**src/rtl/spi_arb_pkg.sv**
```systemverilog
// spi_arb_pkg: shared widths, FSM states and transfer-mask helper for spi_arbiter
package spi_arb_pkg;
  localparam int SPI_W = 32;
  localparam int NBITS_W = 6;
  typedef enum logic [2:0] {IDLE, ISSUE, WAIT_DONE, RESP, DRAIN} state_t;
  // Low (n+1) bits set; the 33-bit intermediate lets n == 31 fall out naturally.
  function automatic logic [SPI_W-1:0] nbits_mask(input logic [NBITS_W-1:0] n);
    logic [SPI_W:0] m;
    m = (33'd1 << ({1'b0, n} + 7'd1)) - 33'd1;
    return (n == NBITS_W'(31)) ? '1 : m[SPI_W-1:0];
  endfunction
endpackage

```
**src/rtl/spi_arbiter.sv**
```systemverilog
// spi_arbiter: two-client round-robin sequencer in front of spi_master
//   clk_in, rst (sync, active-high)
//   cN_req/cN_wdata/cN_nbits   : client N request level, MOSI word, bit count minus one
//   cN_done/cN_rdata/cN_err    : one-cycle completion pulse, masked MISO word, timeout flag
//   busy, grant                : transfer in progress, index of client being served
//   m_request/m_mosi_data/m_nbits/m_miso_data/m_ready : spi_master handshake
module spi_arbiter
  import spi_arb_pkg::*;
#(
  parameter logic [31:0] TIMEOUT = 32'd16777215
) (
  input  logic               clk_in,
  input  logic               rst,
  input  logic               c0_req,
  input  logic               c1_req,
  input  logic [SPI_W-1:0]   c0_wdata,
  input  logic [SPI_W-1:0]   c1_wdata,
  input  logic [NBITS_W-1:0] c0_nbits,
  input  logic [NBITS_W-1:0] c1_nbits,
  output logic               c0_done,
  output logic               c1_done,
  output logic [SPI_W-1:0]   c0_rdata,
  output logic [SPI_W-1:0]   c1_rdata,
  output logic               c0_err,
  output logic               c1_err,
  output logic               busy,
  output logic               grant,
  output logic               m_request,
  output logic [SPI_W-1:0]   m_mosi_data,
  output logic [NBITS_W-1:0] m_nbits,
  input  logic [SPI_W-1:0]   m_miso_data,
  input  logic               m_ready
);
  state_t r_state, w_next;
  logic r_last, r_grant, r_done0, r_done1, r_err0, r_err1;
  logic [SPI_W-1:0] r_mosi, r_rdata0, r_rdata1, r_wd;
  logic [NBITS_W-1:0] r_nbits;
  logic w_any, w_pick, w_wait, w_to, w_fin;
  logic [SPI_W-1:0] w_cap;
  assign w_any  = c0_req | c1_req;
  // Tie goes to the client not served last; a lone requester always wins.
  assign w_pick = (c0_req & c1_req) ? ~r_last : c1_req;
  assign w_wait = r_state == WAIT_DONE;
  assign w_to   = w_wait & ~m_ready & (r_wd == TIMEOUT);
  assign w_fin  = w_wait & (m_ready | (r_wd == TIMEOUT));
  assign w_cap  = m_ready ? (m_miso_data & nbits_mask(r_nbits)) : '0;
  always_ff @(posedge clk_in)
    if (rst) r_state <= IDLE;
    else r_state <= w_next;
  always_comb begin
    w_next = r_state;
    case (r_state)
      IDLE:      w_next = w_any ? ISSUE : IDLE;
      ISSUE:     w_next = WAIT_DONE;
      WAIT_DONE: w_next = m_ready ? RESP : (w_to ? DRAIN : WAIT_DONE);
      RESP:      w_next = IDLE;
      DRAIN:     w_next = m_ready ? IDLE : DRAIN;
      default:   w_next = IDLE;
    endcase
  end
  always_ff @(posedge clk_in) begin
    if (rst) begin
      r_last   <= 1'b1;
      r_grant  <= 1'b0;
      r_mosi   <= '0;
      r_nbits  <= '0;
      r_wd     <= '0;
      r_done0  <= 1'b0;
      r_done1  <= 1'b0;
      r_err0   <= 1'b0;
      r_err1   <= 1'b0;
      r_rdata0 <= '0;
      r_rdata1 <= '0;
    end else begin
      if (r_state == IDLE && w_any) begin
        r_grant <= w_pick;
        r_last  <= w_pick;
        r_mosi  <= w_pick ? c1_wdata : c0_wdata;
        r_nbits <= w_pick ? c1_nbits : c0_nbits;
      end
      r_wd    <= w_wait ? r_wd + 1'b1 : '0;
      // done/err are registered so they land in RESP or the first DRAIN cycle only.
      r_done0 <= w_fin & ~r_grant;
      r_done1 <= w_fin & r_grant;
      r_err0  <= w_to & ~r_grant;
      r_err1  <= w_to & r_grant;
      if (w_fin & ~r_grant) r_rdata0 <= w_cap;
      if (w_fin & r_grant) r_rdata1 <= w_cap;
    end
  end
  assign busy        = r_state != IDLE;
  assign grant       = r_grant;
  assign m_request   = r_state == ISSUE;
  assign m_mosi_data = r_mosi;
  assign m_nbits     = r_nbits;
  assign c0_done     = r_done0;
  assign c1_done     = r_done1;
  assign c0_err      = r_err0;
  assign c1_err      = r_err1;
  assign c0_rdata    = r_rdata0;
  assign c1_rdata    = r_rdata1;
endmodule

```
**config.mk**
```make
export PLATFORM = sky130hd
export DESIGN_NAME = spi_arbiter
export DESIGN_NICKNAME = d
export VERILOG_FILES = /design/src/rtl/spi_arb_pkg.sv /design/src/rtl/spi_arbiter.sv
export SDC_FILE = /design/constraint.sdc
export NUM_CORES = 1
export LEC_CHECK = 0
export ABC_CLOCK_PERIOD_IN_PS = 3400
export BUFFER_PORTS_ARGS = -buffer_cell sky130_fd_sc_hd__buf_2
export CORE_MARGIN = 2
export CORE_UTILIZATION = 30
export CTS_CLUSTER_DIAMETER = 50
export DETAILED_ROUTE_END_ITERATION = 8
export GPL_ROUTABILITY_DRIVEN = 0
export GPL_TIMING_DRIVEN = 0
export PLACE_DENSITY_LB_ADDON = 0.15
export SLEW_MARGIN = 10
export SYNTH_ARGS = -nofsm -noshare
export SYNTH_HDL_FRONTEND = slang
export SYNTH_SLANG_ARGS = --single-unit
```
**constraint.sdc**
```tcl
create_clock -name clk_in -period 3.4 [get_ports clk_in]
set_clock_uncertainty 0.05 [all_clocks]
set_input_delay 0.34 -clock clk_in [delete_from_list [all_inputs] [get_ports clk_in]]
set_output_delay 0.34 -clock clk_in [all_outputs]
set_load 0.01 [all_outputs]
```
# ---- Word-level counts from Yosys, hierarchy flattened
# Cells that the tools add are included.
dict set report classes {
  addsub 3
  multipliers 0
  div_mod_pow 0
  n_lt_le_gt_ge 0
  n_eq_ne 5
  n_shift 1
  n_mux 10
  bitwise 15
  reduce_logical 4
}
# op n
set ops {}
lappend ops {{two-way mux 32 bit} 3}
lappend ops {{adder 32 x 1 -> 32 bit, second input constant} 1}
lappend ops {{bitwise AND 32 bit} 1}
lappend ops {{== test 32 x 24 -> 1 bit, second input constant} 1}
lappend ops {{left shift 1 x 7 -> 32 bit, first input constant} 1}
lappend ops {{subtractor 32 x 1 -> 32 bit, second input constant} 1}
lappend ops {{one-hot mux 3 bit (4 select lines)} 1}
lappend ops {{two-way mux 3 bit} 3}
lappend ops {{bitwise AND 1 bit} 8}
lappend ops {{adder 6 x 1 -> 7 bit, second input constant} 1}
lappend ops {{== test 6 x 5 -> 1 bit, second input constant} 1}
lappend ops {{two-way mux 6 bit} 1}
lappend ops {{inverter 1 bit} 4}
lappend ops {{== test 3 x 1 -> 1 bit, second input constant} 1}
lappend ops {{== test 3 x 2 -> 1 bit, second input constant} 1}
lappend ops {{== test 3 bit, second input constant} 1}
lappend ops {{zero test 3 bit} 1}
lappend ops {{nonzero test 3 bit} 1}
lappend ops {{two-way mux 1 bit} 2}
lappend ops {{bitwise OR 1 bit} 2}
lappend ops {{OR reduction 2 bit} 1}
lappend ops {{logical AND 1 bit} 1}
dict set report totals {
  register_bits 143
  latch_bits 0
  ram_bits 0
  mem_bits_ro 0
  in_bits 113
  output_inout_bits 109
  wordCells 50
  memories 0
}

# ---- Longest topological paths before layout
# Gate-level depths: netlist of the first run.
dict set report depth {
  ltp_word 6
  depth_mapped 16
  depth_no_buf 13
}

# ---- Worst setup path before layout of the first run
# No wires, ideal clock.
dict set report synth_timing {
  path_type {register to register}
  startpoint {register r_nbits[1] (netlist: m_nbits[1])}
  endpoint {register r_rdata0[26] (netlist: c0_rdata[26])}
  setup_ns 0.130
  t_arrival_ns 3.302
  t_required_ns 3.220
  slack_ns -0.083
  path_stages_with_launch 16
  path_buffers 4
  period_less_slack_ns 3.483
  cell_sequence {dfxtp_1 -> buf_2 -> and2_1 -> clkbuf_1 -> o31ai_1 -> or2_2 -> clkbuf_1 -> clkbuf_1 -> nand3_1 -> ha_1 -> o311a_1 -> o2111ai_1 -> a211oi_2 -> nor4b_1 -> o31a_1 -> o31ai_1}
}
dict set report synth_between {
  elab_chain_cells 6
  elab_cells_between_ends 7
  classes_between {add/sub: 2; eq/ne: 1; shift: 1; mux: 2; bitwise: 1}
}
# item line
set synth_rtl {}
lappend synth_rtl {{start: declaration} spi_arbiter.sv:37} ;# logic [NBITS_W-1:0] r_nbits;
lappend synth_rtl {{start signal: assignment} spi_arbiter.sv:79} ;# r_nbits <= w_pick ? c1_nbits : c0_nbits;
lappend synth_rtl {{adder 6 x 1 -> 7 bit} spi_arb_pkg.sv:9} ;# m = (33'd1 << ({1'b0, n} + 7'd1)) - 33'd1;
lappend synth_rtl {{left shift 1 x 7 -> 32 bit} spi_arb_pkg.sv:9}
lappend synth_rtl {{subtractor 32 x 1 -> 32 bit} spi_arb_pkg.sv:9}
lappend synth_rtl {{two-way mux 32 bit (*)} spi_arb_pkg.sv:10} ;# return (n == NBITS_W'(31)) ? '1 : m[SPI_W-1:0];
lappend synth_rtl {{bitwise AND 32 bit (*)} spi_arbiter.sv:46} ;# assign w_cap = m_ready ? (m_miso_data & nbits_mask(r_nbits)) : '0;
lappend synth_rtl {{two-way mux 32 bit (*)} spi_arbiter.sv:46}
lappend synth_rtl {{end signal: assignment} spi_arbiter.sv:87} ;# if (w_fin & ~r_grant) r_rdata0 <= w_cap;
lappend synth_rtl {{end: declaration} spi_arbiter.sv:36} ;# logic [SPI_W-1:0] r_mosi, r_rdata0, r_rdata1, r_wd;
# Mark *: on every way between the ends. The rest lies on a longest branch, timed or not.
# A chain may end at the register's enable or synchronous reset.

# ---- Worst setup path after layout of the first run
dict set report layout_timing {
  startpoint {register r_nbits[1] (netlist: m_nbits[1])}
  endpoint {register r_rdata1[30] (netlist: c1_rdata[30])}
}
dict set report layout_between {
  elab_chain_cells 6
  elab_cells_between_ends 7
  classes_between {add/sub: 2; eq/ne: 1; shift: 1; mux: 2; bitwise: 1}
}
# item line
set layout_rtl {}
lappend layout_rtl {{adder 6 x 1 -> 7 bit} spi_arb_pkg.sv:9}
lappend layout_rtl {{left shift 1 x 7 -> 32 bit} spi_arb_pkg.sv:9}
lappend layout_rtl {{subtractor 32 x 1 -> 32 bit} spi_arb_pkg.sv:9}
lappend layout_rtl {{two-way mux 32 bit (*)} spi_arb_pkg.sv:10}
lappend layout_rtl {{bitwise AND 32 bit (*)} spi_arbiter.sv:46}
lappend layout_rtl {{two-way mux 32 bit (*)} spi_arbiter.sv:46}
lappend layout_rtl {{end signal: assignment} spi_arbiter.sv:88} ;# if (w_fin & r_grant) r_rdata1 <= w_cap;
lappend layout_rtl {{end: declaration} spi_arbiter.sv:36}
# Marks and branches as above.

==> impl_metrics.tcl, run 1 <==
set metrics [dict create \
    port_buffers 220 \
    worstMarginPinSlew_ns 0.8711 \
    rows 57 \
    ys_types 76 \
    utilization_pct 39.90 \
    crit_path_max_fanout 10 \
    power_leakage_nw 3.913 \
    ir_worst_vdd_uv 299.6 \
    drc 0 \
    cp-end-kind "register" \
    max_stage_delay_ns 0.36 \
    grt_max_degree 17 \
    cts_buffer_depth 2 \
    syn_to_final_growth_pct 30.87 \
    synth_top_flop_cell "dfxtp_1" \
    cts.htree.levels 4 \
    synth-seq-cells 143 \
    io_pins 222 \
    route.vias.total 7701 \
    nNetsFinal 1266 \
    track_usage_pct 20.60 \
    die_y_um 161.0 \
    r2r.worst_path.cells 16 \
    setup_tns_ns 0 \
    dpl_cell_area_sq_um 8900 \
    yosysSeqAreaShare_pct 38.73 \
    core_sq_um 24250 \
    max_freq_mhz 304.3 \
    yosysWarnings 0 \
    power.density_nw_per_um2 556.9 \
    path_common_cell "clkbuf_4" \
    hp-class "in -> reg" \
    power_mw 5.387 \
    status "finished, final reports clean" \
    required_ns 3.67 \
    drt_iter0_drc 559 \
    crit_slowest_cell "dfxtp_2" \
    drive_above_1_share_pct 27.18 \
    grt_pass1_vias 7447 \
    synth_cells 905 \
    worstPathCellList "buf_4 > and2_1 > clkbuf_4 > o31ai_4 > or2_4 > clkbuf_4 > nand3_2 > ha_4 > inv_1 > o31ai_2 > a21oi_2 > a211oi_4 > buf_6 > a221oi_2 > a41oi_2 > a32o_1" \
    final-hold-violation-count 0 \
    grt_overflow 0 \
    drv_slew 0 \
    worstPathArrival_ns 3.55 \
    endpoint "c1_rdata[30]" \
    n_fill_cell 2592 \
    fp.dieArea_sq_um 25910 \
    slew_headroom_pct 41.71 \
    max_cap_viol_count 0 \
    r2r-end "c1_rdata[30]" \
    synth_fp_nets 1025 \
    stdcell_count 1484 \
    regArea_sq_um 2868 \
    synth-edff-count 0 \
    ant_nets 0 \
    cts_root_buf "clkbuf_16" \
    vias_per_cell 5.189 \
    cts_hold_buf 0 \
    antenna_found_initial 3 \
    setup_viol 0 \
    fin_crit_ns 3.286 \
    cts_buffers 17 \
    critPathLaunchType "register" \
    start_util_pct 30.49 \
    multiInputGateArea_sq_um 4320 \
    final_cell_area_sq_um 9674 \
    grt_pass1_wl_um 41780 \
    dp.final_hpwl_um 20740 \
    synth-async-reset-ratio_pct 0 \
    r2r_slack_ns 0.11 \
    wl_um 27080 \
    syn_area_sq_um 7392 \
    clkLatencyLatePin_ns 0.43 \
    wl_per_cell_um 18.24 \
    critical_path_class "reg -> reg" \
    syn_area_per_cell_sq_um 8.168 \
    die_w_um 161.0 \
    clk_pin_slew_ns 0.06 \
    first_pass_iters 5 \
    post-route-period-util_pct 96.65 \
    cts.sinks 143 \
    cp-startpoint "m_nbits[1]" \
    reg2reg_from "m_nbits[1]" \
    cts_tree "done" \
    place_inst 1449 \
]
==> final cells by class <==
| type | instances | area share (%) |
|---|---|---|
| inverter | 10 | 0.3880 |
| tap | 324 | 4.190 |
| antenna | 1 | 0.02587 |
| multi-input combinational | 680 | 44.66 |
| clock buffer | 22 | 4.695 |
| sequential | 143 | 29.64 |
| timing repair buffer | 223 | 11.65 |
| buffer | 71 | 3.647 |
| clock inverter | 10 | 1.099 |
==> stage by stage <==
| step | hold WS [ns] | setup slack [ns] |
|---|---|---|
| finish | 0.1321 | 0.1139 |
| global route | 0.1423 | -0.02263 |
| CTS | 0.1208 | 0.01182 |
| detailed placement | 0.3963 | -0.8940 |
| global placement | 0.3922 | -0.8745 |
| floorplan | 0.3797 | 0.006225 |
==> worst min path at each step <==
stage,cells after the start,endpoint,slack [ns],startpoint
2_1_floorplan,1,r_wd[0],0.38,r_wd[0]
3_3_place_gp,2,c0_rdata[1],0.39,c0_rdata[1]
3_5_place_dp,2,c1_rdata[4],0.40,c1_rdata[4]
4_1_cts,3,c1_rdata[28],0.12,m_miso_data[28]
5_1_grt,3,c0_rdata[21],0.14,m_miso_data[21]
6_report,3,c0_rdata[18],0.13,m_miso_data[18]
==> synthesized netlist by cell type, types with 7 or more instances <==
master / n / area share, %
a211oi_1: 45 / 4.6
o21ai_0: 35 / 2.4
nand2_1: 91 / 4.6
mux2i_1: 39 / 5.3
xor2_1: 23 / 2.7
buf_1: 12 / 0.61
a31oi_1: 7 / 0.59
and3_1: 16 / 1.4
nor3_1: 14 / 0.95
buf_2: 9 / 0.61
inv_1: 9 / 0.46
o211ai_1: 8 / 0.81
xnor2_1: 19 / 2.3
a21oi_1: 54 / 3.7
dfxtp_1: 143 / 39
ha_1: 7 / 1.2
o31ai_1: 19 / 1.9
nand3_1: 64 / 4.3
nor2_1: 109 / 5.5
nand4_1: 16 / 1.4
clkbuf_1: 45 / 2.3
==> where the power goes <==
part	total, mW	switching (mW)	internal [mW]	leakage, nW
combinational	1.72	1.07	0.654	2.49
clock	1.84	0.797	1.04	0.259
sequential	1.83	0.0583	1.77	1.16
==> worst max-delay path, delay by kind of cell (launching register included) <==
kind | cells | cell delay [ns]
buf+inv | 5 | 0.84
flops | 1 | 0.36
fa+ha+maj | 1 | 0.20
simple gates | 3 | 0.46
compound gates | 7 | 1.24
==> flip-flops by register name, indices dropped and copies added, names as in the netlist <==
register,count
c0_rdata,32
c1_rdata,32
m_mosi_data,32
r_wd,32
m_nbits,6
r_state,3
c0_done,1
c0_err,1
c1_done,1
c1_err,1
grant,1
r_last,1
==> cell families after synthesis <==
kind of cell,count (synthesis),share of synthesized area (%)
AO/OA/AOI/OAI,235,22.04
multiplexers,41,5.738
XOR/XNOR,42,4.976
adder cells (fa/ha/maj),7,1.185
AND/OR/NAND/NOR,355,22.51
flip-flops,143,38.73
buffers and inverters,82,4.824
==> what timing repair did <==
item / 4_1_cts / 5_1_grt
gates cloned: 0 / 0
pin swaps: 4 / 3
endpoints found under the setup margin: 32 / 38
setup buffers: 3 / 0
gates resized for setup: 29 / 23
==> placed cells by master, fill, tap and decap left out, types with 4 or more instances in the layout <==
cell	count
a221oi_1	4
dfxtp_1	141
o31ai_1	17
clkbuf_2	4
o211ai_1	8
a21o_1	4
a211oi_1	45
clkinvlp_4	4
nor2b_1	4
xnor2_1	19
or2_2	5
o21a_1	5
nand2b_1	6
nand2_1	91
xor2_1	23
nor3_1	11
a32o_1	5
and3_1	16
nor2_1	108
buf_2	226
nand3_1	62
mux2i_1	39
and2_1	5
a31oi_1	7
a21oi_1	53
inv_1	9
ha_1	5
nor4_1	6
clkbuf_1	41
buf_1	12
clkbuf_16	17
o21ai_0	32
o21ai_1	6
nand4_1	16
buf_4	5
buf_6	7
==> layer usage <==
layer	vias to the layer above	wire length (um)	track usage, %
li1	3778	-	-
met1	3562	12560	28.08
met3	35	2107	5.316
met2	322	12000	32.38
met4	4	381	5.560
met5	-	24	0
No activity file was read; power rests on OpenSTA's default activity.
==> run 2: changes to the inputs <==
ABC_CLOCK_PERIOD_IN_PS = 4000   (was 3400)
BUFFER_PORTS_ARGS = unset   (was -buffer_cell sky130_fd_sc_hd__buf_2)
CELL_PAD_IN_SITES_DETAIL_PLACEMENT = 1   (was unset)
CELL_PAD_IN_SITES_GLOBAL_PLACEMENT = 2   (was unset)
DONT_BUFFER_PORTS = 1   (was unset)
clock period = 4 ns   (was 3.4 ns; I/O delays follow)
==> run 2 against run 1 <==
Flip-flop and latch count is the same. Clock power is 7% lower. Die area unchanged. Critical endpoint unchanged. Hold slack worse by 0.060 ns. Global-route usage increased by 1.1 points. Count of clock-buffer cells in the layout is 5 lower. Sequential share of layout area is 4.1 points higher. Via count shrank 10%. Routed wire length rose by 4.2%.
==> impl_metrics.tcl, run 2 (synthesis gave the netlist of run 1 again) <==
set metrics [dict create \
    layout_common_cells "dfxtp_1 (141), nor2_1 (109), nand2_1 (91), nand3_1 (64), a21oi_1 (54)" \
    die_w_um 161.0 \
    antenna_found_initial 2 \
    critical_path_class "reg -> reg" \
    ir_worst_vdd_uv 238.9 \
    cp-startpoint "m_nbits[0]" \
    final_cell_area_sq_um 8502 \
    max_cap_viol_count 0 \
    cts_tree "done" \
    cts_buffers 17 \
    grt_overflow 0 \
    fin_crit_ns 3.825 \
    dpl_worst_slack_ns -0.6139 \
    cts_root_buf "clkbuf_16" \
    wl_per_cell_um 22.35 \
    endpoint "c1_rdata[30]" \
    worstMarginPinSlew_ns 1.143 \
    grt_pass1_vias 7072 \
    ant_nets 0 \
    reg2reg_from "m_nbits[0]" \
    drive_above_1_share_pct 9.072 \
    cts_buffer_depth 2 \
    grt_pass1_wl_um 43500 \
    clkLatencyLatePin_ns 0.43 \
    vias_per_cell 5.471 \
    stdcell_count 1262 \
    cts.htree.levels 4 \
    status "finished, final reports clean" \
    first_pass_iters 4 \
    fp.dieArea_sq_um 25910 \
    drc 0 \
    crit_path_max_fanout 10 \
    worstPathArrival_ns 4.10 \
    track_usage_pct 21.67 \
    power_leakage_nw 2.904 \
    cp-end-kind "register" \
    io_pins 222 \
    hp-class "in -> reg" \
    dp.final_hpwl_um 21700 \
    r2r.worst_path.cells 15 \
    final_common_cell "dfxtp_1" \
    dpl_cell_area_sq_um 7797 \
    syn_to_final_growth_pct 15.01 \
    setup_viol 0 \
    start_util_pct 30.49 \
    post-route-period-util_pct 95.62 \
    worst_slack_ns 0.1751 \
    die_y_um 161.0 \
    cts.sinks 143 \
    place_inst 1229 \
    nNetsFinal 1044 \
    max_freq_mhz 261.4 \
    drv_slew 0 \
    drt_iter0_drc 341 \
    final-hold-violation-count 0 \
    hold_slack_ns 0.07217 \
    r2r_slack_ns 0.18 \
    slew_headroom_pct 23.19 \
    required_ns 4.27 \
    wl_um 28210 \
    critPathLaunchType "register" \
    grt_max_degree 17 \
    port_buffers 0 \
    route.vias.total 6905 \
    power.density_nw_per_um2 537.9 \
    core_sq_um 24250 \
    r2r-end "c1_rdata[30]" \
    utilization_pct 35.06 \
    rows 57 \
    clk_pin_slew_ns 0.07 \
]
-- run 2: where the power goes --
| group | switching [mW] | internal [mW] |
|---|---|---|
| Combinational | 0.819 | 0.433 |
| Clock | 0.755 | 0.959 |
| Sequential | 0.104 | 1.50 |
| Total | 1.68 | 2.90 |
-- run 2: per-stage QoR --
stage,TNS [ns],power [mW]
2_1_floorplan,0,2.457
3_3_place_gp,-5.524,2.834
3_5_place_dp,-5.675,2.834
4_1_cts,0,4.584
5_1_grt,-0.007423,4.792
6_report,0,4.573
-- run 2: critical path: stages (launching register included) --
cell      delay (ns)
dfxtp_2         0.42
ha_2            0.26
nand3_1         0.18
o31ai_4         0.31
or2_2           0.25
clkbuf_2        0.27
nand3_1         0.15
ha_2            0.29
inv_1           0.16
o31ai_1         0.10
a21oi_1         0.27
a211oi_4        0.07
buf_4           0.20
a221oi_1        0.32
a41oi_2         0.12
a32o_1          0.29
-- run 2: cell type report --
cell class	count	area, sq um
sequential	143	2865
multi-input combinational	680	4232
buffer	70	322.8
clock buffer	17	425.4
fill	2966	15750
clock inverter	15	196.4
tap	324	405.4
timing repair buffer	2	15.01
inverter	10	37.54
antenna	1	2.502
-- run 2: worst min-delay path by stage --
stage,endpoint,slack (ns),depth (start not counted),startpoint
after global routing,c1_rdata[28],0.06,2,m_miso_data[28]
final,c1_rdata[28],0.07,2,m_miso_data[28]
after detailed placement,r_wd[0],0.40,1,r_wd[0]
after CTS,c1_rdata[28],0.06,2,m_miso_data[28]
after global placement,r_wd[0],0.39,1,r_wd[0]
after floorplan,r_wd[0],0.38,1,r_wd[0]
-- run 2: timing repair --
item,4_1_cts,5_1_grt
pin swaps,1,0
buffers inserted,2,0
hold buffers,0,0
gates resized for setup,9,14
endpoints found under the setup margin,19,16
-- run 2: metal layers --
layer	global-route usage [%]	part of all wire (%)	up-vias
met5	0	0.046	-
met4	4.830	1.0	2
met3	6.394	7.0	21
met2	34.57	46	198
met1	29.02	46	3373
li1	-	-	3311
